**src/rtl/seq_pkg.sv**
```systemverilog
// ---------------------------------------------------------------------------
// seq_pkg: declarations shared by the serial pattern transmitter (seq_gen)
// and the sequence detector on the receiving end of the link.
//   state_e      - transmitter FSM state encoding (2 bits)
//   SEQ_PAT_W    - default pattern length
//   SEQ_PATTERN  - default pattern, transmitted MSB first
//   idx_width()  - minimum index width for a count of n items (at least 1)
// ---------------------------------------------------------------------------
package seq_pkg;

    typedef enum logic [1:0] {
        ST_IDLE = 2'b00,
        ST_SEND = 2'b01,
        ST_GAP  = 2'b10,
        ST_FIN  = 2'b11
    } state_e;

    localparam int unsigned          SEQ_PAT_W   = 6;
    localparam logic [SEQ_PAT_W-1:0] SEQ_PATTERN = 6'b101010;

    // Bits needed to index n items; never narrower than one bit.
    function automatic int unsigned idx_width(input int unsigned n);
        return (n > 1) ? $clog2(n) : 1;
    endfunction

endpackage

```
**src/rtl/seq_gen_shift.sv**
```systemverilog
// ---------------------------------------------------------------------------
// seq_gen_shift: combinational pattern indexer for seq_gen.
// Given the index of the bit currently on the wire and whether that bit is
// being accepted, produces the index and value of the bit to present next.
// The index wraps from 0 back to PAT_W-1 so repetitions chain seamlessly;
// whether a wrap actually starts a new repetition is decided by the caller.
// Ports:
//   bit_idx    in   IDX_W  index of the bit currently presented
//   advance    in   1      current bit accepted this cycle
//   last_c     out  1      current bit is the final bit of the pattern
//   next_idx_c out  IDX_W  index to present after this cycle
//   next_bit_c out  1      PATTERN[next_idx_c]
// ---------------------------------------------------------------------------
module seq_gen_shift
    import seq_pkg::*;
#(
    parameter int unsigned          PAT_W   = SEQ_PAT_W,
    parameter logic [PAT_W-1:0]     PATTERN = SEQ_PATTERN,
    parameter int unsigned          IDX_W   = idx_width(PAT_W)
) (
    input  logic [IDX_W-1:0] bit_idx,
    input  logic             advance,
    output logic             last_c,
    output logic [IDX_W-1:0] next_idx_c,
    output logic             next_bit_c
);

    assign last_c = (bit_idx == '0);

    // Step MSB -> LSB, wrapping to the MSB after bit 0.
    always_comb begin
        next_idx_c = bit_idx;
        if (advance) begin
            if (last_c) begin
                next_idx_c = IDX_W'(PAT_W - 1);
            end else begin
                next_idx_c = bit_idx - IDX_W'(1);
            end
        end
        next_bit_c = PATTERN[next_idx_c];
    end

endmodule

```
**src/rtl/seq_gen.sv**
```systemverilog
// ---------------------------------------------------------------------------
// seq_gen: serial pattern transmitter. Sends PATTERN (MSB first) `reps`
// times over a 1-bit valid/ready stream, then pulses done for one cycle.
// Optional build macro: SEQ_GEN_GAP_EN inserts GAP_LEN idle cycles
// between consecutive repetitions (never after the final one).
// Ports:
//   clk      in   1      clock, rising edge
//   rst_n    in   1      asynchronous active-low reset
//   start    in   1      burst request, sampled only in IDLE
//   reps     in   REP_W  repetition count, captured with start
//   x        out  1      serial data bit
//   x_valid  out  1      x carries a valid bit
//   x_ready  in   1      sink accepts x when x_valid && x_ready
//   busy     out  1      burst in progress (acceptance to final beat)
//   done     out  1      one-cycle pulse after the final beat
// ---------------------------------------------------------------------------
module seq_gen
    import seq_pkg::*;
#(
    parameter int unsigned      PAT_W   = SEQ_PAT_W,
    parameter logic [PAT_W-1:0] PATTERN = SEQ_PATTERN,
    parameter int unsigned      REP_W   = 4,
    parameter int unsigned      GAP_LEN = 2
) (
    input  logic             clk,
    input  logic             rst_n,
    input  logic             start,
    input  logic [REP_W-1:0] reps,
    output logic             x,
    output logic             x_valid,
    input  logic             x_ready,
    output logic             busy,
    output logic             done
);

    localparam int unsigned IDX_W = idx_width(PAT_W);

    state_e             state_q,   state_d;
    logic [IDX_W-1:0]   bit_idx_q, bit_idx_d;
    logic [REP_W-1:0]   rep_cnt_q, rep_cnt_d;
    logic               x_q,       x_d;
    logic               x_valid_q, x_valid_d;
    logic               busy_q,    busy_d;
    logic               done_q,    done_d;

    logic               accept_c;
    logic               last_c;
    logic [IDX_W-1:0]   next_idx_c;
    logic               next_bit_c;

`ifdef SEQ_GEN_GAP_EN
    localparam int unsigned GAP_W = idx_width(GAP_LEN);
    logic [GAP_W-1:0]   gap_cnt_q, gap_cnt_d;
`else
    logic               unused_gap_len;
    assign unused_gap_len = ^GAP_LEN;
`endif

    assign accept_c = x_valid_q && x_ready;

    // Next-bit selection; advances only on an accepted beat.
    seq_gen_shift #(
        .PAT_W   (PAT_W),
        .PATTERN (PATTERN),
        .IDX_W   (IDX_W)
    ) u_shift (
        .bit_idx    (bit_idx_q),
        .advance    (accept_c),
        .last_c     (last_c),
        .next_idx_c (next_idx_c),
        .next_bit_c (next_bit_c)
    );

    // Next-state and registered-output computation.
    always_comb begin
        state_d   = state_q;
        bit_idx_d = bit_idx_q;
        rep_cnt_d = rep_cnt_q;
        x_d       = x_q;
        x_valid_d = x_valid_q;
        busy_d    = busy_q;
        done_d    = 1'b0;
`ifdef SEQ_GEN_GAP_EN
        gap_cnt_d = gap_cnt_q;
`endif

        case (state_q)
            ST_IDLE: begin
                if (start) begin
                    if (reps != '0) begin
                        rep_cnt_d = reps;
                        bit_idx_d = IDX_W'(PAT_W - 1);
                        x_d       = PATTERN[PAT_W-1];
                        x_valid_d = 1'b1;
                        busy_d    = 1'b1;
                        state_d   = ST_SEND;
                    end else begin
                        // Empty burst: acknowledge without sending anything.
                        done_d = 1'b1;
                    end
                end
            end

            ST_SEND: begin
                // Without an accepted beat everything holds (x stable on stall).
                if (accept_c) begin
                    if (!last_c) begin
                        bit_idx_d = next_idx_c;
                        x_d       = next_bit_c;
                    end else if (rep_cnt_q > REP_W'(1)) begin
                        rep_cnt_d = rep_cnt_q - REP_W'(1);
                        bit_idx_d = next_idx_c;
`ifdef SEQ_GEN_GAP_EN
                        if (GAP_LEN == 0) begin
                            x_d = next_bit_c;
                        end else begin
                            x_d       = 1'b0;
                            x_valid_d = 1'b0;
                            gap_cnt_d = GAP_W'(GAP_LEN - 1);
                            state_d   = ST_GAP;
                        end
`else
                        x_d = next_bit_c;
`endif
                    end else begin
                        x_d       = 1'b0;
                        x_valid_d = 1'b0;
                        busy_d    = 1'b0;
                        done_d    = 1'b1;
                        state_d   = ST_FIN;
                    end
                end
            end

            ST_GAP: begin
`ifdef SEQ_GEN_GAP_EN
                // Idle cycles are counted regardless of x_ready.
                if (gap_cnt_q == '0) begin
                    x_d       = PATTERN[PAT_W-1];
                    x_valid_d = 1'b1;
                    state_d   = ST_SEND;
                end else begin
                    gap_cnt_d = gap_cnt_q - GAP_W'(1);
                end
`else
                state_d = ST_IDLE;
`endif
            end

            ST_FIN: begin
                state_d = ST_IDLE;
            end

            default: begin
                state_d = ST_IDLE;
            end
        endcase
    end

    // State and output registers.
    always_ff @(posedge clk or negedge rst_n) begin
        if (!rst_n) begin
            state_q   <= ST_IDLE;
            bit_idx_q <= '0;
            rep_cnt_q <= '0;
            x_q       <= 1'b0;
            x_valid_q <= 1'b0;
            busy_q    <= 1'b0;
            done_q    <= 1'b0;
        end else begin
            state_q   <= state_d;
            bit_idx_q <= bit_idx_d;
            rep_cnt_q <= rep_cnt_d;
            x_q       <= x_d;
            x_valid_q <= x_valid_d;
            busy_q    <= busy_d;
            done_q    <= done_d;
        end
    end

`ifdef SEQ_GEN_GAP_EN
    // Inter-repetition idle counter.
    always_ff @(posedge clk or negedge rst_n) begin
        if (!rst_n) begin
            gap_cnt_q <= '0;
        end else begin
            gap_cnt_q <= gap_cnt_d;
        end
    end
`endif

    assign x       = x_q;
    assign x_valid = x_valid_q;
    assign busy    = busy_q;
    assign done    = done_q;

endmodule

```
**config.mk**
```make
export PLATFORM = sky130hd
export DESIGN_NAME = seq_gen
export DESIGN_NICKNAME = d
export VERILOG_FILES = /design/src/rtl/seq_pkg.sv /design/src/rtl/seq_gen_shift.sv /design/src/rtl/seq_gen.sv
export SDC_FILE = /design/constraint.sdc
export NUM_CORES = 1
export LEC_CHECK = 0
export CAP_MARGIN = 20
export CORE_MARGIN = 1
export CORE_UTILIZATION = 47
export CTS_BUF_LIST = sky130_fd_sc_hd__clkbuf_4
export CTS_CLUSTER_DIAMETER = 80
export DETAILED_ROUTE_END_ITERATION = 12
export PLACE_DENSITY = 0.8
export SYNTH_ARGS = -nofsm -noshare
export SYNTH_HDL_FRONTEND = slang
export SYNTH_HIERARCHICAL = 1
export SYNTH_SLANG_ARGS = --single-unit
```
**constraint.sdc**
```tcl
create_clock -name clk -period 2.6 [get_ports clk]
set_clock_uncertainty 0.05 [all_clocks]
set_input_delay 0.78 -clock clk [delete_from_list [all_inputs] [get_ports clk]]
set_output_delay 0.78 -clock clk [all_outputs]
set_load 0.02 [all_outputs]
```
### Word level (Yosys, flattened, before mapping)

Memories as Yosys holds them, arrays and structs flattened.
Cells that the tools add are included.

| storage, ports and cells | value |
|---|---|
| flip-flop bits (word level) | 12 |
| bits in read-only memories | 8 |
| output and inout port bits | 4 |
| word-level logic and storage cells | 69 |
| memories | 1 |

Memories:

| memory | words | bits a word | read ports | clocked after Yosys merged registers in | write ports | line | source |
|---|---|---|---|---|---|---|---|
| (name not given) | 8 | 1 | 1 | 0 | 0 | seq_gen_shift.sv:40 | `next_bit_c = PATTERN[next_idx_c];` |

| operators by class | value |
|---|---|
| add/subtract/negate cells | 2 |
| magnitude comparators | 2 |
| equal/unequal tests | 10 |
| mux-type cells | 37 |
| reduce and logical (&&, ||, !) cells | 11 |

Operators with widths:

| cell | number |
|---|---|
| 2-to-1 mux 3 bit | 7 |
| 2-to-1 mux 4 bit | 5 |
| 2-to-1 mux 1 bit | 14 |
| != test 2 bit (second input constant) | 6 |
| AND reduction 6 bit | 2 |
| 2-to-1 mux 2 bit | 5 |
| AND reduction 5 bit | 2 |
| case mux 4 bit (2 select lines) | 1 |
| case mux 1 bit (2 select lines) | 3 |
| case mux 2 bit (3 select lines) | 1 |
| case mux 3 bit (2 select lines) | 1 |
| equality test 2 bit (second input constant) | 2 |
| > comparator 4 x 1 -> 1 bit (second input constant) | 1 |
| < comparator 3 x 4 -> 1 bit (second input constant) | 1 |
| AND reduction 4 bit | 1 |
| nonzero test 4 bit | 1 |
| subtractor 4 x 1 -> 4 bit (second input constant) | 1 |
| logical NOT 3 bit | 1 |
| != test 3 bit (second input constant) | 1 |
| subtractor 3 x 1 -> 3 bit (second input constant) | 1 |
| equality test 2 x 1 -> 1 bit (second input constant) | 1 |
| logical NOT 2 bit | 1 |
| nonzero test 2 bit | 1 |
| OR reduction 2 bit | 1 |
| logical AND 1 bit | 1 |

### Depth between registers and ports, before layout

Gate-level depths: netlist (run 1).

| logic depth | value |
|---|---|
| depth in word-level cells | 9 |
| mapped depth | 7 |
| depth with buffers taken out | 6 |

### By module

Netlist (run 1), hierarchy kept.

Modules (own cells, without submodules):

| module | instances | cells each | area each (µm²) |
|---|---|---|---|
| seq_gen | 1 | 76 | 730.7 |
| seq_gen_shift | 1 | 11 | 88.8 |

### Least setup slack after synthesis (run 1)

OpenSTA, ideal clock, no wires.

| path | value |
|---|---|
| kind | input to register |
| start point | input port x_ready |
| end point | register bit_idx_q[0] |
| library setup time | 124 ps |
| arrival | 1603 ps |
| required time | 2426 ps |
| path slack | 823 ps |
| cell stages on the path | 4 |
| buffers on the path | 0 |
| cells stage by stage | and2_1 a21boi_2 a311o_2 mux2i_1 |

| between the ends | value |
|---|---|
| word-level cells in the longest chain between the ends | 6 |
| elaborated cells on any way between the ends | 8 |
| classes of those cells | 1 x eq/ne; 5 x mux; 2 x reduce/logical |

RTL lines:

| what | line | source |
|---|---|---|
| start: declaration | seq_gen.sv:31 | `input logic x_ready,` |
| logical AND 1 bit * | seq_gen.sv:59 | `assign accept_c = x_valid_q && x_ready;` |
| 2-to-1 mux 3 bit | seq_gen_shift.sv:33 | `if (advance) begin` |
| 2-to-1 mux 3 bit | seq_gen.sv:110 | `end else if (rep_cnt_q > REP_W'(1)) begin` |
| 2-to-1 mux 3 bit | seq_gen.sv:107 | `if (!last_c) begin` |
| 2-to-1 mux 3 bit | seq_gen.sv:106 | `if (accept_c) begin` |
| case mux 3 bit (2 select lines) | seq_gen.sv:87 | `case (state_q)` |
| end signal: assignment | seq_gen.sv:172 | `bit_idx_q <= bit_idx_d;` |
| end: declaration | seq_gen.sv:39 | `logic [IDX_W-1:0] bit_idx_q, bit_idx_d;` |

Every way passes the cells marked *; elsewhere a longest branch is shown, timed or not. The select of a mux whose other input is x is not followed.
A chain may end at the register's enable or synchronous reset.

### Worst setup path in the final report (run 1)

| path | value |
|---|---|
| start point | register busy_q, in the netlist busy |
| end point | output port busy |

RTL lines:

| what | line | source |
|---|---|---|
| start: declaration | seq_gen.sv:43 | `logic busy_q, busy_d;` |
| start signal: assignment | seq_gen.sv:176 | `busy_q <= busy_d;` |
| end: declaration | seq_gen.sv:32 | `output logic busy,` |

No word-level cell between the ends.

==> summary.json, run 1 <==
{
  "pwr": {
    "p_sw_frac": 0.3998,
    "clockPowerShare": 0.122,
    "combinational_share_of_power": 0.512,
    "p_per_area_mw_per_mm2": 960.1,
    "power.net_switching_w": 0.0003588,
    "cell_internal_pwr_w": 0.0005386,
    "p_seq_frac": 0.366,
    "total_leakage_power_nw": 0.4213,
    "ir_drop_mv": 0.4897
  },
  "routing": {
    "drc": 1,
    "drt.antenna.violating_nets": 0,
    "finalWirelength_um": 1619,
    "avgRoutedWirePerCell_um": 14.33,
    "initialDrtViolationCount": 18,
    "number_of_vias_per_cell_after_detailed_routing": 5.912,
    "drt-pass1-iter-count": 8,
    "detailroute.via_count": 668
  },
  "global_route": {
    "grt_pass1_vias": 645,
    "grt_first_pass_wirelength_um": 2711,
    "gr-usage-all-layers": 0.1920,
    "grt_overflow_total": 0,
    "grt_antenna_before_repair": 0,
    "grt_max_degree": 13
  },
  "clocking": {
    "cts_max_path_buffers": 2,
    "cts_hold_repair.buffers": 0,
    "cts_repair_resize_count": 0,
    "clkLatencyLatePin_ps": 270,
    "tritoncts_num_sinks": 12,
    "clock_buffers_created_by_tritoncts": 3,
    "post_cts_setup_driven_buffer_insertion_count": 0,
    "clk_pin_slew_worst_paths_ps": 70,
    "cts-htree-levels": 1,
    "clock_tree.root_cell": "sky130_fd_sc_hd__clkbuf_4",
    "cts_tree": "built"
  },
  "yosys": {
    "synth_top_flop_cell": "sky130_fd_sc_hd__dfrtp_1",
    "ys_types": 39,
    "syn-mean-instance-area_um2": 9.420,
    "ys_seq_elements": 12,
    "ys_async_sr_fraction": 1.000,
    "synth.yosys.seq_area_share": 0.3664,
    "mappedNetlistArea_um2": 819.5,
    "post_synth_net_total": 98,
    "yosys_warnings": 6,
    "synth_edf_count": 0,
    "synthesis.instances": 87
  },
  "layout": {
    "drive_gt1_frac": 0.1237,
    "synthesis_to_finish_area_growth_pct": 14.05,
    "n_antenna_cell": 0,
    "finish.net_count": 110
  },
  "run_status": {
    "outcome": "finished, violations left",
    "failing_checks": "DRC"
  },
  "sta": {
    "final_max_slew_viol_count": 0,
    "timing_worst_slew_pin_value_ps": 536.1,
    "min_period_ps": 2136,
    "min_period_over_period": 0.8217,
    "setup_viol": 0,
    "achievable-frequency_ghz": 0.4681,
    "rsz0062_at_grt": "no",
    "hold-worst-slack_ps": 449.6,
    "slew_headroom": 0.6415,
    "timing.final.hold_violations": 0,
    "fin_setup_tns_ps": 0
  },
  "die": {
    "die_h_um": 43.76,
    "core_mm2": 0.001559,
    "die_outline_area_mm2": 0.001915,
    "die_width_um": 43.76,
    "io_pins": 12,
    "floorplan.rows": 14,
    "start_util": 0.5257
  },
  "critical_path": {
    "critPathMaxStageDelay_ps": 630,
    "crit_path_start_kind": "register",
    "cp-end-kind": "output pin",
    "critPathRequiredTime_ps": 1770,
    "slowest_cell_on_the_critical_path": "sky130_fd_sc_hd__clkdlybuf4s50_1",
    "cp.arrival_ps": 1310,
    "criticalPathCategory": "register to output pin",
    "critical_path.n_buffers_inverters": 1,
    "worstPathMaxFanout": 5,
    "critical_path.top_delay_family": "buffers and inverters",
    "critical_path.cell_chain": "clkdlybuf4s50_1"
  },
  "place": {
    "routabilityCongestion": 0.8226,
    "port_buffer_count": 11,
    "detailedPlacementHpwl_um": 1220
  },
  "job": {
    "drv_cap": 0
  },
  "min_path": {
    "holdCritPathClass": "register to register"
  }
}
cell usage after synthesis (2+ instances only):
cell	instances	share of area
sky130_fd_sc_hd__buf_4	2	0.018
sky130_fd_sc_hd__nand2b_1	2	0.015
sky130_fd_sc_hd__buf_6	2	0.027
sky130_fd_sc_hd__nand2_1	3	0.014
sky130_fd_sc_hd__nor3_1	2	0.012
sky130_fd_sc_hd__a2bb2oi_1	2	0.021
sky130_fd_sc_hd__o211ai_1	2	0.018
sky130_fd_sc_hd__a21oi_1	5	0.031
sky130_fd_sc_hd__a211oi_1	2	0.018
sky130_fd_sc_hd__inv_1	8	0.037
sky130_fd_sc_hd__mux2i_1	5	0.061
sky130_fd_sc_hd__nor2_1	11	0.050
sky130_fd_sc_hd__ha_1	3	0.046
sky130_fd_sc_hd__nor2b_1	2	0.015
sky130_fd_sc_hd__dfrtp_1	12	0.37
flip-flops by register name, indices dropped and copies added (netlist names):
register and cells:
bit_idx_q 3, state_q 2, done 1, x 1
rep_cnt_q 4, busy 1
per-stage QoR:
step	utilization	total power (W)	area, µm²	cells	setup slack (ps)
floorplan	-	0.0006913	819.5	87	823.3
global placement	0.5851	0.0007715	912.1	110	248.3
detailed placement	0.5851	0.0007869	912.1	110	215.2
CTS	0.5995	0.0009004	934.6	113	457.3
global route	0.5995	0.0009667	934.6	113	412.8
finish	0.5995	0.0008973	934.6	113	463.7
power groups by stage:
| stage | Sequential [W] | Combinational [W] | Clock [W] |
|---|---|---|---|
| after floorplan | 0.000337 | 0.000355 | 0 |
| after global placement | 0.000331 | 0.000441 | 0 |
| after detailed placement | 0.000330 | 0.000457 | 0 |
| after CTS | 0.000327 | 0.000459 | 0.000114 |
| after global routing | 0.000338 | 0.000505 | 0.000124 |
| final | 0.000328 | 0.000459 | 0.000110 |
kinds of logic after synthesis:
| kind of cell | count (synthesis) | share of synthesized area |
|---|---|---|
| muxes | 6 | 0.07939 |
| DFF | 12 | 0.3664 |
| buffers and inverters | 12 | 0.08244 |
| AOI/OAI and AO/OA | 24 | 0.2305 |
| and+or+nand+nor | 30 | 0.1954 |
| adders and majority gates | 3 | 0.04581 |
path summary, 6_finish.rpt:
| kind | start | to | slack [ps] | cells after the start |
|---|---|---|---|---|
| min in group asynchronous | rst_n | rep_cnt_q[3] | 810 | 1 |
| max in group asynchronous | rst_n | rep_cnt_q[1] | 1330 | 1 |
| setup / recovery | busy | busy | 460 | 1 |
| hold / removal | x | x | 450 | 1 |
| setup reg to reg | bit_idx_q[0] | rep_cnt_q[1] | 610 | 6 |
| hold reg to reg | x | x | 450 | 1 |
final cells by class:
class,count,area [µm²]
Inverter,8,30.03
Timing Repair Buffer,11,110.1
Multi-Input combinational cell,63,451.7
Tap cell,16,20.02
Clock buffer,3,22.52
Fill cell,140,624.3
Sequential cell,12,300.3
placed cells by master (no fill, tap or decap), drive strengths merged, types with 3 or more instances in the layout:
cell type / n
dfrtp: 12
nor2: 12
clkdlybuf4s50: 11
inv: 8
mux2i: 5
a21oi: 5
nand2: 3
ha: 3
clkbuf: 3
nor2b: 3
or2: 3
metal layers:
layer / vias up / routed length [µm] / track usage
met4: 0 / 13 / 0.05625
met3: 2 / 88 / 0.06250
met1: 314 / 761 / 0.2493
met2: 21 / 755 / 0.3045
met5: - / 0 / 0
li1: 331 / - / -
No activity file was read; power rests on OpenSTA's default activity.
==> run 2, diff against run 1 <==
clock period = 2.1 ns   (was 2.6 ns; I/O delays follow)
==> summary.json, run 2 (synthesized netlist as in run 1, its figures left out) <==
{
  "run_status": {
    "outcome": "finished, violations left",
    "failing_checks": "DRC"
  },
  "critical_path": {
    "crit_path_start_kind": "register",
    "critPathMaxStageDelay": {"value": 630, "unit": "ps", "change": "about the same"},
    "slowest_cell_on_the_critical_path": "sky130_fd_sc_hd__clkdlybuf4s50_1",
    "critical_path.top_delay_family": "buffers and inverters",
    "timing.reg2reg.setup_slack": {"value": 190, "unit": "ps", "change": "-420 ps"},
    "rr_endpoint": "rep_cnt_q[1]",
    "worstPathMaxFanout": {"value": 5, "change": "unchanged"},
    "critical_path.cell_chain": "clkdlybuf4s50_1",
    "cp.arrival": {"value": 1320, "unit": "ps", "change": "about the same"},
    "criticalPathCategory": "register to output pin",
    "worst_r2r_startpoint": "bit_idx_q[0]",
    "crit_cells": {"value": 1, "change": "unchanged"},
    "ff2ff_path_depth": {"value": 6, "change": "unchanged"},
    "critPathRequiredTime": {"value": 1420, "unit": "ps", "change": "-350 ps"},
    "cp-end-kind": "output pin",
    "critical_path.n_buffers_inverters": {"value": 1, "change": "unchanged"}
  },
  "global_route": {
    "grt_pass1_vias": {"value": 667, "change": "+3.4%"},
    "grt_first_pass_wirelength": {"value": 2739, "unit": "µm", "change": "+1.0%"},
    "grt_antenna_before_repair": {"value": 0, "change": "unchanged"},
    "grt_overflow_total": {"value": 0, "change": "unchanged"},
    "grt_max_degree": {"value": 13, "change": "unchanged"},
    "gr-usage-all-layers": {"value": 0.2012, "change": "+0.009213"}
  },
  "job": {
    "drv_cap": {"value": 0, "change": "unchanged"}
  },
  "place": {
    "routabilityCongestion": {"value": 0.8204, "change": "-0.27%"},
    "dp.cells": {"value": 117, "change": "+6.4%"},
    "detailedPlacementHpwl": {"value": 1285, "unit": "µm", "change": "+5.3%"},
    "port_buffer_count": {"value": 11, "change": "unchanged"}
  },
  "pwr": {
    "p_per_area": {"value": 1156, "unit": "mW/mm²", "change": "+20%"},
    "post-layout-total-power": {"value": 0.001145, "unit": "W", "change": "+28%"},
    "total_leakage_power": {"value": 0.4564, "unit": "nW", "change": "+8.4%"},
    "ir_drop": {"value": 0.6920, "unit": "mV", "change": "+41%"}
  },
  "routing": {
    "drt-pass1-iter-count": {"value": 8, "change": "unchanged"},
    "detailroute.wirelength.met2": {"value": 753, "unit": "µm", "change": "-0.26%"},
    "detailroute.via_count": {"value": 707, "change": "+5.8%"},
    "route.met3.wl": {"value": 104, "unit": "µm", "change": "+18%"},
    "drt.antenna.violating_nets": {"value": 0, "change": "unchanged"},
    "number_of_vias_per_cell_after_detailed_routing": {"value": 5.843, "change": "-1.2%"},
    "drt-met1-wl": {"value": 712, "unit": "µm", "change": "-6.4%"},
    "drc": {"value": 1, "change": "unchanged"},
    "initialDrtViolationCount": {"value": 18, "change": "unchanged"},
    "avgRoutedWirePerCell": {"value": 13.23, "unit": "µm", "change": "-7.6%"},
    "highest-signal-layer": "met4",
    "finalWirelength": {"value": 1601, "unit": "µm", "change": "-1.1%"}
  },
  "die": {
    "start_util": {"value": 0.5257, "change": "unchanged"},
    "die_h": {"value": 43.76, "unit": "µm", "change": "unchanged"},
    "core": {"value": 0.001559, "unit": "mm²", "change": "unchanged"},
    "io_pins": {"value": 12, "change": "unchanged"},
    "die_outline_area": {"value": 0.001915, "unit": "mm²", "change": "unchanged"},
    "floorplan.rows": {"value": 14, "change": "unchanged"},
    "die_width": {"value": 43.76, "unit": "µm", "change": "unchanged"}
  },
  "clocking": {
    "cts_max_path_buffers": {"value": 2, "change": "unchanged"},
    "clkLatencyLatePin": {"value": 280, "unit": "ps", "change": "about the same"},
    "cts_hold_repair.buffers": {"value": 0, "change": "unchanged"},
    "clock_buffers_created_by_tritoncts": {"value": 3, "change": "unchanged"},
    "cts-htree-levels": {"value": 1, "change": "unchanged"},
    "cts_repair_resize_count": {"value": 0, "change": "unchanged"},
    "clk_pin_slew_worst_paths": {"value": 70, "unit": "ps", "change": "about the same"},
    "cts_tree": "built",
    "tritoncts_num_sinks": {"value": 12, "change": "unchanged"},
    "clock_tree.root_cell": "sky130_fd_sc_hd__clkbuf_4",
    "post_cts_setup_driven_buffer_insertion_count": {"value": 0, "change": "unchanged"}
  },
  "sta": {
    "timing_worst_slew_pin_value": {"value": 521.4, "unit": "ps", "change": "-14.70 ps"},
    "setup_viol": {"value": 0, "change": "unchanged"},
    "timing.final.hold_violations": {"value": 0, "change": "unchanged"},
    "min_period_ps": 2004,
    "achievable-frequency_ghz": 0.4991,
    "rsz0062_at_grt": "no",
    "final_max_slew_viol_count": {"value": 0, "change": "unchanged"},
    "min_period_over_period": 0.9542,
    "slew_headroom": {"value": 0.6513, "change": "+0.009832"}
  },
  "layout": {
    "reg_top3": "rep_cnt_q: 4 flops, bit_idx_q: 3 flops, state_q: 2 flops",
    "n_antenna_cell": {"value": 0, "change": "unchanged"},
    "max_flop_register": "rep_cnt_q",
    "synthesis_to_finish_area_growth_pct": 20.92,
    "drive_gt1_frac": {"value": 0.1810, "change": "+0.05724"},
    "flip_flop_count_of_the_largest_register_all_copies_and_words_added": {"value": 4, "change": "unchanged"},
    "n_fill_cell": {"value": 127, "change": "-9.3%"},
    "commonest_cells_after_routing_fill_and_taps_aside": "12 x sky130_fd_sc_hd__dfrtp_1, 11 x sky130_fd_sc_hd__nor2_1, 11 x sky130_fd_sc_hd__clkdlybuf4s50_1",
    "layout.cells.most_common": "sky130_fd_sc_hd__dfrtp_1",
    "final-instance-count-excl-fill": {"value": 121, "change": "+7.1%"},
    "finish.net_count": {"value": 117, "change": "+6.4%"}
  },
  "min_path": {
    "hold_depth": {"value": 1, "change": "unchanged"},
    "min-delay-start": "x",
    "holdCritPathClass": "register to register",
    "min_delay_worst_endpoint": "x"
  }
}
-- run 2: cell count changes in the layout (fill, tap and decap cells not counted), sizes merged --
cell	before	now
buf	0	7
clkinv	0	1
-- run 2: how the worst max path moves through the flow --
stage,from,end,slack (ps)
after global placement,reps[0],rep_cnt_q[0],-30
after CTS,busy,x_valid,90
final,busy,x_valid,100
after floorplan,rep_cnt_q[0],bit_idx_q[0],470
after detailed placement,reps[0],bit_idx_q[2],-10
after global routing,busy,x_valid,50
-- run 2: power by group --
part	leakage (nW)	switching [W]	internal (W)
clock	0.0154	0.0000743	0.0000690
combinational	0.302	0.000290	0.000300
sequential	0.139	0.0000928	0.000319
total	0.456	0.000457	0.000688
-- run 2: through the flow --
step	TNS (ps)	area [µm²]	hold WS (ps)	util	setup slack, ps
finish	0	991.0	453.2	0.6356	96.26
detailed placement	-32.66	964.7	431.2	0.6188	-14.34
CTS	0	991.0	453.1	0.6356	90.78
global route	0	991.0	502.8	0.6356	51.17
global placement	-64.11	964.7	439.0	0.6188	-29.65
floorplan	0	819.5	284.4	-	470.6
-- run 2: layout make-up --
cell class,instances,area [µm²],area share
Clock buffer,3,22.52,0.02273
Timing Repair Buffer,18,162.7,0.1641
Sequential cell,12,300.3,0.3030
Multi-Input combinational cell,63,451.7,0.4558
Tap cell,16,20.02,0.02020
Inverter,8,30.03,0.03030
Clock inverter,1,3.754,0.003788
-- run 2: layer usage --
| metal | up-vias | global-route usage |
|---|---|---|
| met5 | - | 0 |
| met4 | 0 | 0.1000 |
| met3 | 6 | 0.07917 |
| met2 | 33 | 0.3194 |
| met1 | 319 | 0.2354 |
| li1 | 349 | - |
==> run 3, diff against run 2 <==
ABC_CLOCK_PERIOD_IN_PS = 2100   (was unset)
==> results of run 3 <==
The final DEF is identical to that of run 2; final timing and power are the same.
